`src/rtl/fetch_stage.sv`:
```
// Instruction fetch: PC, single-outstanding imem req/ack, prefetch FIFO, registered decode port (>=1 cycle ack-to-Instruction).
// Stall holds the output and no request issues without a free FIFO slot; FETCH_STALL_CNT_EN adds StallCount.

// Small FIFO with synchronous flush; caller never pushes into a full FIFO or pops an empty one.
module fetch_fifo #(
    parameter int W     = 8,
    parameter int DEPTH = 2
) (
    input  logic                   clk,
    input  logic                   rst,
    input  logic                   flush,
    input  logic                   push,
    input  logic [W-1:0]           push_dat,
    input  logic                   pop,
    output logic [W-1:0]           head_dat,
    output logic [$clog2(DEPTH):0] count
);
    localparam int PTR_W = $clog2(DEPTH);

    logic [W-1:0]     mem [DEPTH];
    logic [PTR_W-1:0] rd_ptr;
    logic [PTR_W-1:0] wr_ptr;

    always_ff @(posedge clk) begin
        if (!rst || flush) begin
            rd_ptr <= '0;
            wr_ptr <= '0;
            count  <= '0;
        end else begin
            if (push) wr_ptr <= wr_ptr + 1'b1;
            if (pop)  rd_ptr <= rd_ptr + 1'b1;
            case ({push, pop})
                2'b10:   count <= count + 1'b1;
                2'b01:   count <= count - 1'b1;
                default: count <= count;
            endcase
        end
    end

    always_ff @(posedge clk) begin
        if (push) mem[wr_ptr] <= push_dat;
    end

    assign head_dat = mem[rd_ptr];
endmodule

module fetch_stage #(
    parameter int                ADDR_W   = 20,
    parameter int                DEPTH    = 2,
    parameter logic [ADDR_W-1:0] RESET_PC = '0
) (
    input  logic              clk,
    input  logic              rst,
    input  logic              Stall,
    input  logic              BrTaken,
    input  logic [ADDR_W-1:0] BrTarget,
    output logic              ImemReq,
    output logic [ADDR_W-1:0] ImemAddr,
    input  logic              ImemAck,
    input  logic [31:0]       ImemData,
    output logic [31:0]       Instruction,
    output logic              InstrValid,
    output logic [ADDR_W-1:0] PcOut
`ifdef FETCH_STALL_CNT_EN
    ,
    output logic [15:0]       StallCount
`endif
);
    localparam int CNT_W = $clog2(DEPTH) + 1;

    localparam logic [1:0] S_IDLE = 2'd0;
    localparam logic [1:0] S_REQ  = 2'd1;
    localparam logic [1:0] S_WAIT = 2'd2;

    logic [1:0]           state;
    logic [ADDR_W-1:0]    pc;
    logic [ADDR_W-1:0]    req_addr;
    logic                 discard;
    logic [CNT_W-1:0]     fifo_count;
    logic [ADDR_W+31:0]   head_dat;
    logic                 outstanding;
    logic                 slot_free;
    logic                 push;
    logic                 pop;

    assign outstanding = (state == S_WAIT);
    // The in-flight request already owns a slot, so it counts against free space.
    assign slot_free   = (fifo_count + {{(CNT_W-1){1'b0}}, outstanding}) < CNT_W'(DEPTH);
    assign push        = outstanding && ImemAck && !discard && !BrTaken;
    assign pop         = !BrTaken && !Stall && (fifo_count != '0);

    fetch_fifo #(
        .W     (ADDR_W + 32),
        .DEPTH (DEPTH)
    ) u_fifo (
        .clk      (clk),
        .rst      (rst),
        .flush    (BrTaken),
        .push     (push),
        .push_dat ({req_addr, ImemData}),
        .pop      (pop),
        .head_dat (head_dat),
        .count    (fifo_count)
    );

    always_ff @(posedge clk) begin
        if (!rst) begin
            state    <= S_IDLE;
            pc       <= RESET_PC;
            req_addr <= RESET_PC;
            discard  <= 1'b0;
        end else begin
            case (state)
                S_IDLE: state <= S_REQ;
                S_REQ: begin
                    if (!BrTaken && slot_free) begin
                        req_addr <= pc;
                        state    <= S_WAIT;
                    end
                end
                S_WAIT: begin
                    if (ImemAck) begin
                        state   <= S_REQ;
                        discard <= 1'b0;
                        if (push) pc <= pc + 1'b1;
                    end else if (BrTaken) begin
                        // Address must stay stable until the ack, so the stale word is dropped on arrival.
                        discard <= 1'b1;
                    end
                end
                default: state <= S_IDLE;
            endcase
            if (BrTaken) pc <= BrTarget;
        end
    end

    assign ImemReq  = outstanding;
    assign ImemAddr = outstanding ? req_addr : pc;

    always_ff @(posedge clk) begin
        if (!rst) begin
            Instruction <= 32'h0;
            InstrValid  <= 1'b0;
            PcOut       <= RESET_PC;
        end else if (BrTaken) begin
            Instruction <= 32'h0;
            InstrValid  <= 1'b0;
        end else if (!Stall) begin
            if (fifo_count != '0) begin
                Instruction <= head_dat[31:0];
                PcOut       <= head_dat[ADDR_W+31:32];
                InstrValid  <= 1'b1;
            end else begin
                Instruction <= 32'h0;
                InstrValid  <= 1'b0;
            end
        end
    end

`ifdef FETCH_STALL_CNT_EN
    always_ff @(posedge clk) begin
        if (!rst) begin
            StallCount <= 16'h0;
        end else if (Stall && (StallCount != 16'hFFFF)) begin
            StallCount <= StallCount + 16'd1;
        end
    end
`endif
endmodule

```
`config.mk`:
```
export PLATFORM = sky130hd
export DESIGN_NAME = fetch_stage
export DESIGN_NICKNAME = d
export VERILOG_FILES = /design/src/rtl/fetch_stage.sv
export SDC_FILE = /design/constraint.sdc
export NUM_CORES = 1
export LEC_CHECK = 0
export ABC_AREA = 0
export BUFFER_PORTS_ARGS = -buffer_cell sky130_fd_sc_hd__buf_2
export CAP_MARGIN = 25
export CORE_UTILIZATION = 35
export DETAILED_ROUTE_END_ITERATION = 16
export GPL_ROUTABILITY_DRIVEN = 0
export PLACE_DENSITY = 0.64
export SLEW_MARGIN = 20
export SYNTH_ARGS = -nofsm -noshare
export SYNTH_HDL_FRONTEND = slang
export SYNTH_SLANG_ARGS = --single-unit
```
`constraint.sdc`:
```
create_clock -name clk -period 4.3 [get_ports clk]
set_input_delay 0.86 -clock clk [delete_from_list [all_inputs] [get_ports clk]]
set_output_delay 0.86 -clock clk [all_outputs]
set_load 0.005 [all_outputs]
```
**Word-level counts from Yosys, hierarchy flattened**

Memory sizes are Yosys's and may differ from the RTL's. A register that Yosys moved wholly into a read port is not among the register bits.
Cells that the tools add are included.

- Logic and storage cells: 67
- Register bits: 100
- Memories kept: 1
- Bits in writable memories: 104
- Input bits: 57
- Output and inout port bits: 74

Memories:

| name | words | width | rd ports | clocked after memory_dff | wr ports | line | source |
|---|---|---|---|---|---|---|---|
| u_fifo.mem | 2 | 52 | 1 | 1 | 1 | 20 | `logic [W-1:0] mem [DEPTH];` |

- Mux-type cells: 17
- Reductions and logical operators: 23
- Bitwise operators: 3
- Equal/unequal tests: 6
- Add/sub/neg operators: 6
- Magnitude comparators: 1

Operators by type and width:

| operator | number |
|---|---|
| 2-to-1 mux 20 bit | 5 |
| 2-to-1 mux 32 bit | 1 |
| adder 20 x 1 -> 20 bit (second input constant) | 1 |
| nonzero test 2 bit | 5 |
| 2-to-1 mux 1 bit | 7 |
| logical AND 1 bit | 6 |
| one-hot mux 2 bit (3 select lines) | 1 |
| AND reduction 2 bit | 3 |
| AND reduction 3 bit | 2 |
| == test 2 x 1 -> 1 bit (second input constant) | 2 |
| == test 2 bit (second input constant) | 2 |
| zero test 1 bit | 4 |
| 2-to-1 mux 2 bit | 2 |
| != test 2 bit (second input constant) | 2 |
| one-hot mux 2 bit (2 select lines) | 1 |
| inverter 1 bit | 3 |
| adder 1 bit (second input constant) | 2 |
| adder 2 x 1 -> 2 bit | 1 |
| adder 2 x 1 -> 2 bit (second input constant) | 1 |
| zero test 2 bit | 1 |
| less-than comparator 2 bit (second input constant) | 1 |
| OR reduction 2 bit | 1 |
| subtractor 2 x 1 -> 2 bit (second input constant) | 1 |
| logical OR 1 bit | 1 |

**Logic depth before layout (Yosys ltp)**

- Word-level depth: 8
- Depth in mapped cells: 10
- Gate-level depth less buffers: 6

**Hierarchy**

Synthesis repeated with hierarchy kept, for this count alone.

- Cells, all modules: 689
- Area total of the unflattened synthesis: 7877.6 um^2

By module, submodules not included:

| module | area each (um^2) | cells an instance | times used |
|---|---|---|---|
| fetch_fifo | 3945.0 | 183 | 1 |
| fetch_stage | 3932.5 | 506 | 1 |

**Worst setup path before layout**

No wires, ideal clock.

- Path type: input -> register
- Start point: input ImemAck
- End point: memory u_fifo.mem[0][0] (netlist name), enable pin
- Arrival time: 3.610 ns
- Slack: 0.228 ns
- Required time: 3.838 ns
- Library setup time: 0.462 ns
- Cell stages on the path: 4
- Cell sequence: and4bb_2 buf_2 nand2_1 nor2_1

- Word-level cells in the longest chain between the ends: 5

RTL lines:

| item | line | source |
|---|---|---|
| from (decl) | 59 | `input logic ImemAck,` |
| logical AND 1 bit (3 in a row) | 89 | `assign push = outstanding && ImemAck && !discard && !BrTaken;` |
| 2-to-1 mux 1 bit | 41 | `if (push) mem[wr_ptr] <= push_dat;` |
| 2-to-1 mux 1 bit (implied by the code) | 41 |  |
| to (decl) | 20 |  |

No other way between the ends.

**Worst setup path after layout**

- Start point: register state[0]
- End point: output ImemAddr[15]

- Word-level cells in the longest chain between the ends: 2

RTL lines:

| item | line | source |
|---|---|---|
| from (decl) | 75 | `logic [1:0] state;` |
| from (signal assigned) | 108 | `state <= S_IDLE;` |
| from (signal assigned) | 114 | `S_IDLE: state <= S_REQ;` |
| from (signal assigned) | 118 | `state <= S_WAIT;` |
| == test 2 bit | 86 | `assign outstanding = (state == S_WAIT);` |
| 2-to-1 mux 20 bit | 138 | `assign ImemAddr = outstanding ? req_addr : pc;` |
| to (decl) | 58 | `output logic [ADDR_W-1:0] ImemAddr,` |

No other way between the ends.

==> run summary <==
The run finished, with violations left. The final reports fail on design-rule violations. The post-route netlist has 26.5% of its cells at a drive strength greater than 1. For the final hold violation count, the log shows 0. Flip-flop and latch count after synthesis: 205. From synthesis to final layout, the design area changed by 20.2%. Yosys attributes the largest share of cell area to sky130_fd_sc_hd__edfxtp_1 40%, sky130_fd_sc_hd__dfxtp_1 26%, sky130_fd_sc_hd__nand2_1 5.9%. Setup repair after global routing left no endpoint under its margin.

The required arrival time at the worst endpoint is 3.44 ns, and the number of nets produced by synthesis is 717. Fill cells in the final layout number 2,051. Counting cells, the worst reg-to-reg path comes to 4.

Net switching is 21.1% of the power. The category of the worst setup path launch point was a flip-flop. At the end of the flow the core is filled with cells to 43.3%. The highest fanout seen on the critical path was 24. In this run the critical register-to-register path is launched from state[1]$_SDFFE_PN0P_. The routed design could run at a clock period as short as 3.03 ns. The final layout contains routed wiring with a total length of 17,200 microns. For the final routed database, the setup TNS stands at 0 ns. On the final layout, the worst clock skew is 0.0192 ns. The final routed wire length divided by cell count works out to 16.0 microns. In this run the tool buffered the top-level ports with 130 buffer cells. TritonCTS built the clock tree.

For this run, the detailed router's first-pass iteration total came to 11. Setup slack on the worst reg-to-reg path comes out at 2.05 ns. The area of the core region came out at 22,000 sq um. For this run, the total global-route usage over all layers was measured as 14.7%. Counting flops with an async set or reset pin after synthesis yields a share of 0%. The tools report the cell area reported after detailed placement as 8810 sq um. The maximum resistive drop on vdd came out at 0.235 mV. The clock passes through at most 3 buffers. The CTS sink count was 205. Setup violations remaining at the end of the flow were counted as 0. The tools report the deepest level of the CTS H-tree as 1. The run gives 0 as the initial antenna violation count. The run gives 0 as the count of pins over their slew limit. Yosys printed 0 warnings. The horizontal die dimension was 152 microns. Synthesis handed over a netlist of 658 instances. After layout, the worst path uses 70.5% of the clock period. After the last flow step, the layout net total stands at 839. The run gives 3.8% as the part of the total power dissipated in combinational logic. Sequential cells account for 52.2% of the total power.

The die is 152 microns tall. For the number of nets with antenna violations after detailed routing, the log shows 0. Power spread over the standard cell area amounts to 425 nW/um^2.

The mapped netlist covers 7900 sq um. The run gives 41 as the number of distinct library cell variants in the gate-level netlist after synthesis. For the static leakage, the log shows 0.00382 uW. The worst setup path is of the flip-flop to output pin kind. In this run, post-CTS hold repair placed 0 buffers.

The sequential area share after synthesis is 65.1%. The tree is rooted in a sky130_fd_sc_hd__clkbuf_16. Using the TritonRoute via totals, the vias-per-cell ratio works out to 4.94. Entering global routing, the biggest net connects 67 pins. Post-CTS repair changed the size of 0 cells.

The initial core utilization is 36.0%, and the cell area after layout is 9500 sq um. The first global-routing pass estimated 27,500 microns of wire. The number of cells traversed by the worst hold path is 2.

The run gives 5,323 as the total via count in the routed design. The fraction of synthesized cell area taken by the top area cell type works out to 39.5%. The later pin in the worst-skew pair is clocked with a latency of 0.50 ns.

Final hold analysis gives a worst-case slack of 0.468 ns. The placed wire-length estimate after detailed placement was 11,000 microns. The share of total power dissipated in the clock network is 44.0%. For this run the aggregate overflow at the end of global routing stands at 0. The post-CTS repair timing setup buffer count was 0. The cell taking the most area after synthesis is sky130_fd_sc_hd__edfxtp_1.

Cell internal power was estimated by the tool at 3180 uW. In the synthesized netlist the dominant register cell turns out to be sky130_fd_sc_hd__edfxtp_1. The arrival time of data at the critical path endpoint is 2.17 ns.

Timing would allow up to 0.330 GHz. The die covers 23,200 sq um. The worst hold path terminates at discard$_SDFFE_PN0P_. Summed over all nets, the switching power comes to 852 uW. The clock transition at the registers of the reported paths came out at 0.05 ns.

The via count of the first global-routing pass is 5,112, and the number of DRC markers after the initial detailed-route iteration is 320. The slew at the pin with the worst max-slew slack works out to 0.958 ns. In this run the tightest slew margin relative to its limit is 36.1%. In this run the mean area of a mapped cell was 12.0 sq um. In this run the worst hold path is classified as flip-flop to flip-flop.

The worst register-to-register path ends at u_fifo.mem[0][38]$_DFFE_PP_. In the routed design, unresolved DRC markers number 12. Buffers inserted during clock tree synthesis total 23. 0 antenna diodes ended up in the layout.

STA classifies the critical path endpoint as an output pin. Across the run, the number of max-cap violations was 0. The tools report the number of ports placed on the die boundary as 131.

The number of flops mapped to enable cells by yosys was 104. The floorplan has 54 rows. In this run the most critical hold path is launched from discard$_SDFFE_PN0P_.
-- power groups by stage --
stage / combinational (uW) / clock, uW / sequential [uW]
after floorplan: 86.0 / 0 / 2140
after global routing: 172 / 1900 / 2110
after detailed placement: 154 / 0 / 2150
final: 153 / 1780 / 2100
after global placement: 152 / 0 / 2140
after CTS: 155 / 1830 / 2100
-- state kept, by name, indices dropped and copies added, names as in the netlist, named ones only --
signal,cells
u_fifo.wr_ptr,1
state,2
PcOut,20
u_fifo.rd_ptr,1
req_addr,20
Instruction,32
discard,1
pc,20
u_fifo.mem,104
InstrValid,1
u_fifo.count,2
-- metal layers --
layer	track usage, %	vias up	part of all wire [%]
met3	2.99	29	6.3
li1	-	2621	-
met4	3.64	0	1.9
met5	0	-	0
met1	19.6	2519	45
met2	24.6	154	47
-- final cells by class --
cell class                 count  area [sq um]  area share [%]
clock buffer                  37           658            6.93
clock inverter                 5          27.5           0.290
inverter                       5          18.8           0.198
multi-input combinational    404          2550            26.8
sequential                   205          5150            54.2
tap                          280           350            3.69
timing repair buffer         141           748            7.88
-- placed cells by master (no fill, tap or decap), types with 4 or more instances in the layout --
cell / Yosys / layout
sky130_fd_sc_hd__nand2_1: 125 / 125
sky130_fd_sc_hd__nand3_1: 8 / 8
sky130_fd_sc_hd__buf_2: 5 / 129
sky130_fd_sc_hd__clkbuf_1: 32 / 11
sky130_fd_sc_hd__a21boi_0: 20 / 20
sky130_fd_sc_hd__o211a_1: 23 / 23
sky130_fd_sc_hd__a31oi_1: 11 / 11
sky130_fd_sc_hd__xor2_1: 6 / 6
sky130_fd_sc_hd__edfxtp_1: 104 / 104
sky130_fd_sc_hd__dfxtp_1: 101 / 100
sky130_fd_sc_hd__o21ai_0: 27 / 27
sky130_fd_sc_hd__inv_1: 5 / 5
sky130_fd_sc_hd__mux2i_1: 21 / 21
sky130_fd_sc_hd__clkbuf_16: 0 / 23
sky130_fd_sc_hd__or4_1: 4 / 4
sky130_fd_sc_hd__nand4_1: 7 / 7
sky130_fd_sc_hd__or3_1: 8 / 8
sky130_fd_sc_hd__nor2_1: 40 / 39
sky130_fd_sc_hd__o31ai_1: 4 / 4
sky130_fd_sc_hd__mux2_2: 32 / 32
sky130_fd_sc_hd__and2_1: 4 / 4
sky130_fd_sc_hd__buf_4: 1 / 11
sky130_fd_sc_hd__a22oi_1: 32 / 32
sky130_fd_sc_hd__a21oi_1: 8 / 8
sky130_fd_sc_hd__xnor2_1: 5 / 5
-- how the worst max path moves through the flow --
stage	cells after the start	from	end	slack, ns
after detailed placement	5	ImemAck	u_fifo.mem[0][15]$_DFFE_PP_	1.43
after global placement	5	ImemAck	u_fifo.mem[0][19]$_DFFE_PP_	1.47
after global routing	6	state[0]$_SDFFE_PN0P_	ImemAddr[12]	1.09
after CTS	6	state[0]$_SDFFE_PN0P_	ImemAddr[7]	1.24
final	6	state[0]$_SDFFE_PN0P_	ImemAddr[15]	1.27
after floorplan	4	ImemAck	u_fifo.mem[0][0]$_DFFE_PP_	0.23
-- cell usage after synthesis, types with 2 or more instances --
cell type                        instances
sky130_fd_sc_hd__a21boi_0               20
sky130_fd_sc_hd__a21oi_1                 8
sky130_fd_sc_hd__a22oi_1                32
sky130_fd_sc_hd__a31oi_1                11
sky130_fd_sc_hd__and2_1                  4
sky130_fd_sc_hd__and3_1                  2
sky130_fd_sc_hd__buf_1                   3
sky130_fd_sc_hd__buf_2                   5
sky130_fd_sc_hd__clkbuf_1               32
sky130_fd_sc_hd__dfxtp_1               101
sky130_fd_sc_hd__dlymetal6s2s_1          2
sky130_fd_sc_hd__edfxtp_1              104
sky130_fd_sc_hd__ha_1                    2
sky130_fd_sc_hd__inv_1                   5
sky130_fd_sc_hd__mux2_2                 32
sky130_fd_sc_hd__mux2i_1                21
sky130_fd_sc_hd__nand2_1               125
sky130_fd_sc_hd__nand2b_1                3
sky130_fd_sc_hd__nand3_1                 8
sky130_fd_sc_hd__nand4_1                 7
sky130_fd_sc_hd__nor2_1                 40
sky130_fd_sc_hd__nor2b_1                 2
sky130_fd_sc_hd__o211a_1                23
sky130_fd_sc_hd__o21ai_0                27
sky130_fd_sc_hd__o31ai_1                 4
sky130_fd_sc_hd__or3_1                   8
sky130_fd_sc_hd__or4_1                   4
sky130_fd_sc_hd__xnor2_1                 5
sky130_fd_sc_hd__xor2_1                  6
-- critical path, cell delays in order, from the launching register on --
cell and delay, ns:
sky130_fd_sc_hd__dfxtp_1 0.32, sky130_fd_sc_hd__nand2b_1 0.14, sky130_fd_sc_hd__buf_4 0.20, sky130_fd_sc_hd__inv_1 0.61, sky130_fd_sc_hd__nand2_1 0.14, sky130_fd_sc_hd__o21ai_0 0.11, sky130_fd_sc_hd__buf_2 0.15
-- logic make-up (layout without fill, tap and decap cells) --
group,count (synthesis),in the layout,share of synthesized area (%)
and+or+nand+nor,209,209,11.7
buffers and inverters,49,188,2.77
muxes,53,53,7.22
AOI/OAI and AO/OA,129,129,11.7
xor gates and xnor gates,11,11,1.22
DFF,205,205,65.1
adders and majority gates,2,2,0.317
-- stage by stage --
| stage | instances | total power (uW) | setup slack [ns] |
|---|---|---|---|
| after floorplan | 658 | 2220 | 0.228 |
| after global placement | 1035 | 2300 | 1.47 |
| after detailed placement | 1035 | 2300 | 1.43 |
| after CTS | 1077 | 4080 | 1.24 |
| after global routing | 1077 | 4180 | 1.09 |
| final | 1077 | 4030 | 1.27 |
Power figures use the tool's default switching activity.
